[config.mk]
export PLATFORM = sky130hd
export DESIGN_NAME = vga_sync_flat
export DESIGN_NICKNAME = d
export VERILOG_FILES = /design/src/rtl/vga_sync_if.sv /design/src/rtl/vga_sync.sv /design/src/flat_wrapper.sv
export SDC_FILE = /design/constraint.sdc
export NUM_CORES = 1
export LEC_CHECK = 0
export BUFFER_PORTS_ARGS = -buffer_cell sky130_fd_sc_hd__clkbuf_2
export CORE_MARGIN = 1
export CORE_UTILIZATION = 58
export DETAILED_ROUTE_END_ITERATION = 12
export PLACE_DENSITY_LB_ADDON = 0.1
export SLEW_MARGIN = 10
export SYNTH_ARGS = -nofsm -noshare
export SYNTH_HDL_FRONTEND = slang
export SYNTH_SLANG_ARGS = --single-unit
export TNS_END_PERCENT = 10
[constraint.sdc]
create_clock -name clk -period 3.85 [get_ports clk]
set_input_delay 0.1925 -clock clk [delete_from_list [all_inputs] [get_ports clk]]
set_output_delay 0.1925 -clock clk [all_outputs]
set_load 0.02 [all_outputs]
[src/rtl/vga_sync_if.sv]
// Video timing bundle from the sync generator to the pixel logic.
// The master drives the ticks, syncs and coordinates; the slave consumes them.
interface vga_sync_if;
    logic       p_tick;
    logic       hsync;
    logic       vsync;
    logic       video_on;
    logic [9:0] pixel_x;
    logic [9:0] pixel_y;
    logic       frame_end;

    modport master (
        output p_tick, hsync, vsync, video_on,
        output pixel_x, pixel_y, frame_end
    );

    modport slave (
        input p_tick, hsync, vsync, video_on,
        input pixel_x, pixel_y, frame_end
    );
endinterface

[src/rtl/vga_sync.sv]
// VGA timing generator: turns clk_div rising edges into pixel ticks and
// walks horizontal/vertical counters to produce sync, blanking and coords.
module vga_sync #(
    parameter int   H_VISIBLE   = 640,
    parameter int   H_FRONT     = 16,
    parameter int   H_SYNC      = 96,
    parameter int   H_BACK      = 48,
    parameter int   V_VISIBLE   = 480,
    parameter int   V_FRONT     = 10,
    parameter int   V_SYNC      = 2,
    parameter int   V_BACK      = 33,
    parameter logic SYNC_ACTIVE = 1'b0
) (
    input  logic        clk,
    input  logic        reset,
    input  logic        clk_div,
    vga_sync_if.master  vga
);
    localparam int H_TOTAL = H_VISIBLE + H_FRONT + H_SYNC + H_BACK;
    localparam int V_TOTAL = V_VISIBLE + V_FRONT + V_SYNC + V_BACK;

    localparam logic [9:0] H_LAST = 10'(H_TOTAL - 1);
    localparam logic [9:0] V_LAST = 10'(V_TOTAL - 1);
    localparam logic [9:0] H_VIS  = 10'(H_VISIBLE);
    localparam logic [9:0] V_VIS  = 10'(V_VISIBLE);
    localparam logic [9:0] HS_LO  = 10'(H_VISIBLE + H_FRONT);
    localparam logic [9:0] HS_HI  = 10'(H_VISIBLE + H_FRONT + H_SYNC - 1);
    localparam logic [9:0] VS_LO  = 10'(V_VISIBLE + V_FRONT);
    localparam logic [9:0] VS_HI  = 10'(V_VISIBLE + V_FRONT + V_SYNC - 1);

    logic       clk_div_q;
    logic       tick;
    logic [9:0] h_count;
    logic [9:0] v_count;
    logic [9:0] h_next;
    logic [9:0] v_next;
    logic       hsync_q;
    logic       vsync_q;

    assign tick = clk_div & ~clk_div_q;

    always_comb begin
        h_next = h_count;
        v_next = v_count;
        if (tick) begin
            if (h_count == H_LAST) begin
                h_next = '0;
                if (v_count == V_LAST)
                    v_next = '0;
                else
                    v_next = v_count + 10'd1;
            end else begin
                h_next = h_count + 10'd1;
            end
        end
    end

    // Syncs load from the next counts so they line up with pixel_x/pixel_y.
    always_ff @(posedge clk or posedge reset) begin
        if (reset) begin
            clk_div_q <= 1'b0;
            h_count   <= '0;
            v_count   <= '0;
            hsync_q   <= ~SYNC_ACTIVE;
            vsync_q   <= ~SYNC_ACTIVE;
        end else begin
            clk_div_q <= clk_div;
            h_count   <= h_next;
            v_count   <= v_next;
            hsync_q   <= (h_next >= HS_LO && h_next <= HS_HI)
                         ? SYNC_ACTIVE : ~SYNC_ACTIVE;
            vsync_q   <= (v_next >= VS_LO && v_next <= VS_HI)
                         ? SYNC_ACTIVE : ~SYNC_ACTIVE;
        end
    end

    assign vga.p_tick    = tick;
    assign vga.hsync     = hsync_q;
    assign vga.vsync     = vsync_q;
    assign vga.pixel_x   = h_count;
    assign vga.pixel_y   = v_count;
    assign vga.video_on  = (h_count < H_VIS) && (v_count < V_VIS);
    assign vga.frame_end = tick && (h_count == H_LAST) && (v_count == V_LAST);
endmodule

[src/flat_wrapper.sv]
// flat-port wrapper written by rule: the top's interface ports become plain ports
module vga_sync_flat 
#(
    parameter int   H_VISIBLE   = 640,
    parameter int   H_FRONT     = 16,
    parameter int   H_SYNC      = 96,
    parameter int   H_BACK      = 48,
    parameter int   V_VISIBLE   = 480,
    parameter int   V_FRONT     = 10,
    parameter int   V_SYNC      = 2,
    parameter int   V_BACK      = 33,
    parameter logic SYNC_ACTIVE = 1'b0
)
  (clk, reset, clk_div, vga_p_tick, vga_hsync, vga_vsync, vga_video_on, vga_pixel_x, vga_pixel_y, vga_frame_end);
  vga_sync_if vga_i ();
  input  logic clk;
  input  logic reset;
  input  logic clk_div;
  output wire logic [$bits(vga_i.p_tick)-1:0] vga_p_tick;
  output wire logic [$bits(vga_i.hsync)-1:0] vga_hsync;
  output wire logic [$bits(vga_i.vsync)-1:0] vga_vsync;
  output wire logic [$bits(vga_i.video_on)-1:0] vga_video_on;
  output wire logic [$bits(vga_i.pixel_x)-1:0] vga_pixel_x;
  output wire logic [$bits(vga_i.pixel_y)-1:0] vga_pixel_y;
  output wire logic [$bits(vga_i.frame_end)-1:0] vga_frame_end;
  assign vga_p_tick = vga_i.p_tick;
  assign vga_hsync = vga_i.hsync;
  assign vga_vsync = vga_i.vsync;
  assign vga_video_on = vga_i.video_on;
  assign vga_pixel_x = vga_i.pixel_x;
  assign vga_pixel_y = vga_i.pixel_y;
  assign vga_frame_end = vga_i.frame_end;
  vga_sync #(.H_VISIBLE(H_VISIBLE), .H_FRONT(H_FRONT), .H_SYNC(H_SYNC), .H_BACK(H_BACK), .V_VISIBLE(V_VISIBLE), .V_FRONT(V_FRONT), .V_SYNC(V_SYNC), .V_BACK(V_BACK), .SYNC_ACTIVE(SYNC_ACTIVE)) u_core (.clk(clk), .reset(reset), .clk_div(clk_div), .vga(vga_i));
endmodule
==> impl_metrics.prom, run 1 <==
# TYPE chip_impl_metric gauge
chip_impl_metric{name="grt_usage",unit=""} 0.258
chip_impl_metric{name="ffs_w_async_s_r_synth",unit=""} 1.00
chip_impl_metric{name="worst_setup_hold_path_clk_slew",unit="ns"} 0.12
chip_impl_metric{name="via_count",unit=""} 1241
chip_impl_metric{name="yosys.cell_types.count",unit=""} 43
chip_impl_metric{name="cts_setup_buffers",unit=""} 0
chip_impl_metric{name="gr-usage-met2",unit=""} 0.412
chip_impl_metric{name="area_share_of_the_largest_cell_type_after_synthesis",unit=""} 0.378
chip_impl_metric{name="die_width",unit="µm"} 51.0
chip_impl_info{name="timing.hold.worst.class",value="input port to asynchronous set/reset pin"} 1
chip_impl_metric{name="grt_pass1_wl",unit="µm"} 4970
chip_impl_metric{name="synthesis.nets",unit=""} 159
chip_impl_metric{name="synthesis.yosys.warnings",unit=""} 0
chip_impl_metric{name="synth-edff-count",unit=""} 0
chip_impl_metric{name="cts_hold_buf",unit=""} 0
chip_impl_metric{name="first_global_vias",unit=""} 1121
chip_impl_metric{name="pin_count_of_the_biggest_net_entering_global_routing",unit=""} 24
chip_impl_metric{name="power.density",unit="nW/µm²"} 330
chip_impl_metric{name="gr-usage-met3",unit=""} 0.0298
chip_impl_metric{name="drive_above_1_share",unit=""} 0.230
chip_impl_info{name="cts_tree",value="yes"} 1
chip_impl_metric{name="timing.final.max_slew_violations",unit=""} 0
chip_impl_metric{name="io-pin-count",unit=""} 28
chip_impl_metric{name="drt_pre_antenna_iters",unit=""} 4
chip_impl_metric{name="syn_avg_cell_area",unit="µm²"} 9.09
chip_impl_metric{name="cp_data_arrival_time",unit="ns"} 2.20
chip_impl_metric{name="total_die_area",unit="µm²"} 2600
chip_impl_metric{name="post_cts.resized_instances",unit=""} 0
chip_impl_metric{name="final_net_count",unit=""} 185
chip_impl_metric{name="placementRows",unit=""} 17
chip_impl_metric{name="timing.max_slew.rel_slack",unit=""} 0.441
chip_impl_metric{name="ctsHtreeMaxLevel",unit=""} 1
chip_impl_info{name="crit_type",value="register to output port"} 1
chip_impl_metric{name="vias_per_std_cell",unit=""} 6.02
chip_impl_info{name="element_type_at_the_critical_path_start",value="register"} 1
chip_impl_metric{name="report.final.setup_viol",unit=""} 0
chip_impl_info{name="grt_busiest_layer",value="met2"} 1
chip_impl_info{name="synth_top_cell_by_area",value="sky130_fd_sc_hd__dfrtp_1"} 1
chip_impl_metric{name="drt_iter0_markers",unit=""} 45
chip_impl_metric{name="drv.max_cap_violation_count",unit=""} 0
chip_impl_metric{name="netlist_area",unit="µm²"} 1390
chip_impl_metric{name="core_region_area",unit="µm²"} 2230
chip_impl_info{name="clock_tree.root_cell",value="sky130_fd_sc_hd__clkbuf_4"} 1
chip_impl_info{name="rsz0062_at_grt",value="false"} 1
chip_impl_metric{name="worst_setup_slack_final",unit="ns"} 1.46
chip_impl_metric{name="clock_path_buffers",unit=""} 2
chip_impl_metric{name="grt_overflow",unit=""} 0
chip_impl_metric{name="routability_cong",unit=""} 0.943
chip_impl_metric{name="synth-seq-cells",unit=""} 23
chip_impl_metric{name="max_freq",unit="GHz"} 0.418
chip_impl_metric{name="timing.clock.skew",unit="ns"} 0.00113
chip_impl_metric{name="report.final.hold_viol_count",unit=""} 0
chip_impl_info{name="status",value="completed"} 1
chip_impl_metric{name="p_leak",unit="nW"} 0.692
chip_impl_metric{name="finalCritPeriodShare",unit=""} 0.621
chip_impl_metric{name="initial_utilization",unit=""} 0.623
chip_impl_metric{name="worst_case_setup_slack_after_placement",unit="ns"} 1.63
chip_impl_info{name="synthTopCellsByArea",value="sky130_fd_sc_hd__dfrtp_1 (38%), sky130_fd_sc_hd__o21ai_0 (4.7%), sky130_fd_sc_hd__nand2_1 (4.0%)"} 1
chip_impl_metric{name="drc_errors",unit=""} 0
chip_impl_metric{name="synth.yosys.seq_area_share",unit=""} 0.415
chip_impl_metric{name="max_slew.worst_pin.slew",unit="ns"} 0.837
chip_impl_metric{name="totalNegativeSetupSlack",unit="ns"} 0
chip_impl_metric{name="grt_antenna_before_repair",unit=""} 0
chip_impl_metric{name="post_drt_wl_per_cell",unit="µm"} 14.2
chip_impl_metric{name="i_o_buffers",unit=""} 27
chip_impl_info{name="critical_path.endpoint_type",value="output port"} 1
chip_impl_info{name="ys.flop_type",value="sky130_fd_sc_hd__dfrtp_1"} 1
chip_impl_metric{name="clkLatencyLatePin",unit="ns"} 0.30
chip_impl_metric{name="power.ir.vdd_worst",unit="V"} 0.000486
chip_impl_metric{name="path_max_fanout",unit=""} 10
chip_impl_metric{name="ant_nets",unit=""} 0
chip_impl_metric{name="holdWs",unit="ns"} 0.0195
chip_impl_metric{name="clock_sinks",unit=""} 23
chip_impl_metric{name="final.min_clock_period",unit="ns"} 2.39
chip_impl_metric{name="tritoncts.num_buffers",unit=""} 3
chip_impl_metric{name="grt.met1_usage",unit=""} 0.355
chip_impl_metric{name="worst-endpoint-required",unit="ns"} 3.66
chip_impl_metric{name="detailed_placer_s_ending_hpwl",unit="µm"} 2220
chip_impl_metric{name="chipHeight",unit="µm"} 51.0
chip_impl_metric{name="detail_route.wirelength",unit="µm"} 2920
chip_impl_metric{name="syn-instance-count",unit=""} 153
chip_impl_metric{name="antenna_cells",unit=""} 0
chip_impl_metric{name="areaGrowthSynthToFinish",unit="%"} 12.2
-- flip-flops by register name, summed over array words and instances (netlist names) --
signal              flops
u_core.vga.pixel_x     10
u_core.vga.pixel_y     10
u_core.clk_div_q        1
u_core.vga.hsync        1
u_core.vga.vsync        1
-- cell usage after synthesis, drive strengths merged (3+ instances only) --
cell type / instances
dfrtp: 21
nand2: 15
o21ai: 13
inv: 8
nand3: 8
nand4: 8
nor2: 8
clkbuf: 6
nor3: 6
xor2: 4
a21oi: 3
and2: 3
ha: 3
nand2b: 3
nand4b: 3
nor4: 3
o31ai: 3
or2: 3
xnor2: 3
-- power by group --
group          leakage [nW]  total, mW  switching [mW]  internal (mW)
Sequential            0.294      0.296          0.0318          0.264
Combinational         0.382      0.110          0.0706         0.0396
Clock                0.0150      0.109          0.0684         0.0404
Total                 0.692      0.515           0.171          0.344
-- critical path, cell delays in order (launching register included) --
cell                       delay [ns]
sky130_fd_sc_hd__dfrtp_1         0.42
sky130_fd_sc_hd__inv_1           0.10
sky130_fd_sc_hd__ha_1            0.15
sky130_fd_sc_hd__nand4_1         0.11
sky130_fd_sc_hd__or4b_2          0.78
sky130_fd_sc_hd__nor2_1          0.15
sky130_fd_sc_hd__clkbuf_2        0.18
-- layout make-up --
type,instances,area (µm²)
Timing Repair Buffer,28,143
Sequential cell,23,578
Tap cell,28,35.0
Fill cell,194,672
Clock buffer,4,26.3
Inverter,8,30.0
Multi-Input combinational cell,115,749
-- path summary, 6_finish.rpt --
path | from | endpoint | slack (ns) | depth (start not counted)
max in group asynchronous | reset | u_core.vga.pixel_x[4] | 3.32 | 2
min in group clk | clk_div | u_core.clk_div_q | 0.04 | 1
max | u_core.vga.pixel_y[1] | vga_frame_end | 1.46 | 6
min reg2reg | u_core.vga.pixel_x[2] | u_core.vga.pixel_x[2] | 0.57 | 1
max reg2reg | u_core.vga.pixel_x[0] | u_core.vga.vsync | 1.60 | 6
min | reset | u_core.clk_div_q | 0.02 | 2
-- cell families after synthesis --
family / share of synthesized area
XOR/XNOR: 0.0441
buffers and inverters: 0.0459
adder cells (fa/ha/maj): 0.0270
AND/OR/NAND/NOR: 0.315
flip-flops: 0.415
multiplexers: 0.00809
AO/OA/AOI/OAI: 0.145
-- per-stage QoR --
step	instance area, µm²	total power [mW]	instances	utilization
after floorplan	1390	0.371	153	-
after global placement	1540	0.409	202	0.687
after detailed placement	1540	0.411	202	0.687
after CTS	1560	0.522	206	0.699
after global routing	1560	0.541	206	0.699
final	1560	0.515	206	0.699
-- metal layers --
metal  share of wire  vias up
met5               0        -
met4           0.017        0
met3           0.058        6
met2            0.45       51
met1            0.47      571
li1                -      613
-- layout by cell type (no fill, tap or decap), types with 2 or more instances in the layout --
cell type                  count
sky130_fd_sc_hd__clkbuf_2     27
sky130_fd_sc_hd__dfrtp_1      21
sky130_fd_sc_hd__nand2_1      15
sky130_fd_sc_hd__o21ai_0      13
sky130_fd_sc_hd__inv_1         8
sky130_fd_sc_hd__nand4_1       8
sky130_fd_sc_hd__nor2_1        8
sky130_fd_sc_hd__nand3_1       7
sky130_fd_sc_hd__nor3_1        6
sky130_fd_sc_hd__xor2_1        4
sky130_fd_sc_hd__nand2b_1      3
sky130_fd_sc_hd__nor4_1        3
sky130_fd_sc_hd__nand4b_1      3
sky130_fd_sc_hd__o31ai_1       3
sky130_fd_sc_hd__a21oi_1       3
sky130_fd_sc_hd__or2_2         3
sky130_fd_sc_hd__xnor2_1       3
sky130_fd_sc_hd__and2_1        3
sky130_fd_sc_hd__ha_1          3
sky130_fd_sc_hd__clkbuf_4      3
sky130_fd_sc_hd__nor4b_1       2
sky130_fd_sc_hd__or3_1         2
sky130_fd_sc_hd__a22o_1        2
sky130_fd_sc_hd__nor2b_1       2
sky130_fd_sc_hd__a211o_1       2
sky130_fd_sc_hd__dfstp_2       2
(Power assumes the default switching activity.)
==> run 2: changes to the inputs <==
Settings changed: CORE_UTILIZATION 58 to 49.
Clock period 3.85 ns to 2.1 ns, I/O delays scaled along.
==> run 2 against run 1 <==
Via count is 6.1% higher. Die area is 18% higher. Power is 91% higher. Clock power is 94% higher. Critical path type is now register to register. Clock skew is 0.012 ns higher. Final area is 11% higher. Final cell count is 9.7% higher. Critical endpoint is now u_core.vga.vsync. Sequential power is 87% higher.
==> impl_metrics.prom, run 2 (same netlist as run 1, synthesis figures left out) <==
# TYPE chip_impl_metric gauge
chip_impl_metric{name="ctsHtreeMaxLevel",unit=""} 1
chip_impl_metric{name="areaGrowthSynthToFinish",unit="%"} 24.4
chip_impl_metric{name="finalCritPeriodShare",unit=""} 0.960
chip_impl_metric{name="drt_pre_antenna_iters",unit=""} 4
chip_impl_metric{name="worst_setup_hold_path_clk_slew",unit="ns"} 0.14
chip_impl_info{name="path_cells",value="nand4bb_4 -> or4_4 -> or3_1 -> a32oi_1 -> nand4_1"} 1
chip_impl_metric{name="power.ir.vdd_worst",unit="V"} 0.000768
chip_impl_metric{name="grt_pass1_wl",unit="µm"} 5380
chip_impl_metric{name="path_max_fanout",unit=""} 7
chip_impl_metric{name="io-pin-count",unit=""} 28
chip_impl_info{name="crit_type",value="register to register"} 1
chip_impl_metric{name="placementRows",unit=""} 18
chip_impl_metric{name="final-seq-area",unit="µm²"} 583
chip_impl_metric{name="grt_usage",unit=""} 0.218
chip_impl_metric{name="worstPathBufferInverterCount",unit=""} 0
chip_impl_metric{name="grt_overflow",unit=""} 0
chip_impl_metric{name="grt_antenna_before_repair",unit=""} 0
chip_impl_metric{name="worst-endpoint-required",unit="ns"} 2.33
chip_impl_metric{name="timing.final.max_slew_violations",unit=""} 0
chip_impl_metric{name="layout.core_utilization",unit=""} 0.668
chip_impl_metric{name="final.min_clock_period",unit="ns"} 2.02
chip_impl_metric{name="timing.max_slew.rel_slack",unit=""} 0.602
chip_impl_info{name="status",value="completed"} 1
chip_impl_metric{name="first_global_vias",unit=""} 1167
chip_impl_metric{name="critical_path_depth",unit=""} 5
chip_impl_metric{name="drt_iter0_markers",unit=""} 56
chip_impl_info{name="timing.hold.worst.class",value="input port to asynchronous set/reset pin"} 1
chip_impl_metric{name="report.final.hold_viol_count",unit=""} 0
chip_impl_metric{name="initial_utilization",unit=""} 0.537
chip_impl_info{name="clock_tree.root_cell",value="sky130_fd_sc_hd__clkbuf_4"} 1
chip_impl_metric{name="max_slew.worst_pin.slew",unit="ns"} 0.596
chip_impl_metric{name="ant_nets",unit=""} 0
chip_impl_metric{name="drv.max_cap_violation_count",unit=""} 0
chip_impl_metric{name="power.density",unit="nW/µm²"} 570
chip_impl_info{name="cp_top_family",value="simple AND/OR/NAND/NOR gates"} 1
chip_impl_metric{name="drc_errors",unit=""} 0
chip_impl_info{name="element_type_at_the_critical_path_start",value="register"} 1
chip_impl_metric{name="i_o_buffers",unit=""} 27
chip_impl_info{name="final_common_cell",value="sky130_fd_sc_hd__clkbuf_2"} 1
chip_impl_metric{name="clock_path_buffers",unit=""} 2
chip_impl_metric{name="max_freq",unit="GHz"} 0.496
chip_impl_metric{name="pin_count_of_the_biggest_net_entering_global_routing",unit=""} 16
chip_impl_metric{name="vias_per_std_cell",unit=""} 5.83
chip_impl_info{name="mostFrequentLayoutCells",value="sky130_fd_sc_hd__clkbuf_2 (26), sky130_fd_sc_hd__buf_4 (18), sky130_fd_sc_hd__dfrtp_1 (17)"} 1
chip_impl_metric{name="total_die_area",unit="µm²"} 3060
chip_impl_metric{name="worst_case_setup_slack_after_placement",unit="ns"} 0.0891
chip_impl_metric{name="total_area_of_multi_input_combinational_cells",unit="µm²"} 768
chip_impl_metric{name="gr-usage-met3",unit=""} 0.0211
chip_impl_info{name="critical_path.endpoint_type",value="register"} 1
chip_impl_metric{name="finalPower",unit="mW"} 0.986
chip_impl_metric{name="report.final.setup_viol",unit=""} 0
chip_impl_metric{name="totalNegativeSetupSlack",unit="ns"} 0
chip_impl_metric{name="gr-usage-met2",unit=""} 0.329
chip_impl_metric{name="timing.clock.skew",unit="ns"} 0.0128
chip_impl_metric{name="fillCellCount",unit=""} 221
chip_impl_info{name="cts_tree",value="yes"} 1
chip_impl_info{name="worst_path_max_delay_cell",value="sky130_fd_sc_hd__or4_4"} 1
chip_impl_info{name="grt_busiest_layer",value="met1"} 1
chip_impl_metric{name="antenna_cells",unit=""} 0
chip_impl_metric{name="detailed_placer_s_ending_hpwl",unit="µm"} 2380
chip_impl_metric{name="crit_path_max_incr_delay",unit="ns"} 0.57
chip_impl_metric{name="chipHeight",unit="µm"} 55.3
chip_impl_metric{name="tritoncts.num_buffers",unit=""} 3
chip_impl_metric{name="core_region_area",unit="µm²"} 2590
chip_impl_metric{name="die_width",unit="µm"} 55.3
chip_impl_metric{name="clock_sinks",unit=""} 23
chip_impl_metric{name="final_net_count",unit=""} 203
chip_impl_metric{name="clkLatencyLatePin",unit="ns"} 0.32
chip_impl_metric{name="via_count",unit=""} 1317
chip_impl_metric{name="routability_cong",unit=""} 0.858
chip_impl_metric{name="drive_above_1_share",unit=""} 0.327
chip_impl_metric{name="grt.met1_usage",unit=""} 0.330
chip_impl_metric{name="p_leak",unit="nW"} 0.772
chip_impl_metric{name="detail_route.wirelength",unit="µm"} 3280
chip_impl_metric{name="worst_setup_slack_final",unit="ns"} 0.0840
chip_impl_metric{name="worstRegToRegCells",unit=""} 5
chip_impl_metric{name="cp_data_arrival_time",unit="ns"} 2.25
chip_impl_metric{name="post_drt_wl_per_cell",unit="µm"} 14.5
[run 2: changes by cell type in the layout (fill, tap and decap cells not counted), moves of 2 or more]
cell                            change
sky130_fd_sc_hd__dfrtp_2            +4
sky130_fd_sc_hd__buf_4             +17
sky130_fd_sc_hd__dlygate4sd3_1      +2
sky130_fd_sc_hd__dfrtp_1            -4
[run 2: report_power, final]
group	switching (mW)	leakage (nW)	total (mW)	internal [mW]
clock network	0.137	0.0150	0.212	0.0743
registers	0.0655	0.289	0.553	0.487
logic	0.134	0.469	0.221	0.0870
[run 2: repair_timing]
item	in CTS	in global routing
hold buffers	2	0
setup endpoints to repair	1	2
buffers inserted	0	3
pin swaps	0	2
gates resized for setup	1	5
endpoints found under the hold margin	13	0
[run 2: path summary, 6_finish.rpt]
path	start	end	slack, ns
worst min-delay path	reset	u_core.vga.pixel_x[9]	0.37
max in group asynchronous	reset	u_core.vga.pixel_y[0]	1.16
min in group clk	clk_div	u_core.clk_div_q	0.49
worst max register to register	u_core.vga.pixel_x[7]	u_core.vga.vsync	0.08
worst min register to register	u_core.vga.pixel_y[0]	u_core.vga.pixel_y[0]	0.55
worst max-delay path	u_core.vga.pixel_x[7]	u_core.vga.vsync	0.08
[run 2: metal layers]
metal / share of wire / wire, µm
met1: 0.51 / 1660
met2: 0.45 / 1470
met3: 0.043 / 140
met4: 0.0058 / 19
met5: 0 / 0
[run 2: tightest hold or removal path: stages]
cell and delay (ns):
sky130_fd_sc_hd__dlygate4sd3_1 0.54, sky130_fd_sc_hd__clkbuf_2 0.10, sky130_fd_sc_hd__inv_1 0.44
[run 2: final cells by class]
class,count,share of cell area
flip-flops and latches,23,0.337
repair buffers,46,0.165
well taps,30,0.0217
multi-input cells,115,0.444
clock buffers,4,0.0152
inverters,8,0.0174
[run 2: metrics by stage]
step | area, µm² | hold slack [ns] | instances
floorplan | 1410 | 0.105 | 153
global placement | 1650 | 0.172 | 217
detailed placement | 1650 | 0.178 | 217
CTS | 1700 | 0.373 | 223
global route | 1730 | 0.423 | 226
finish | 1730 | 0.370 | 226
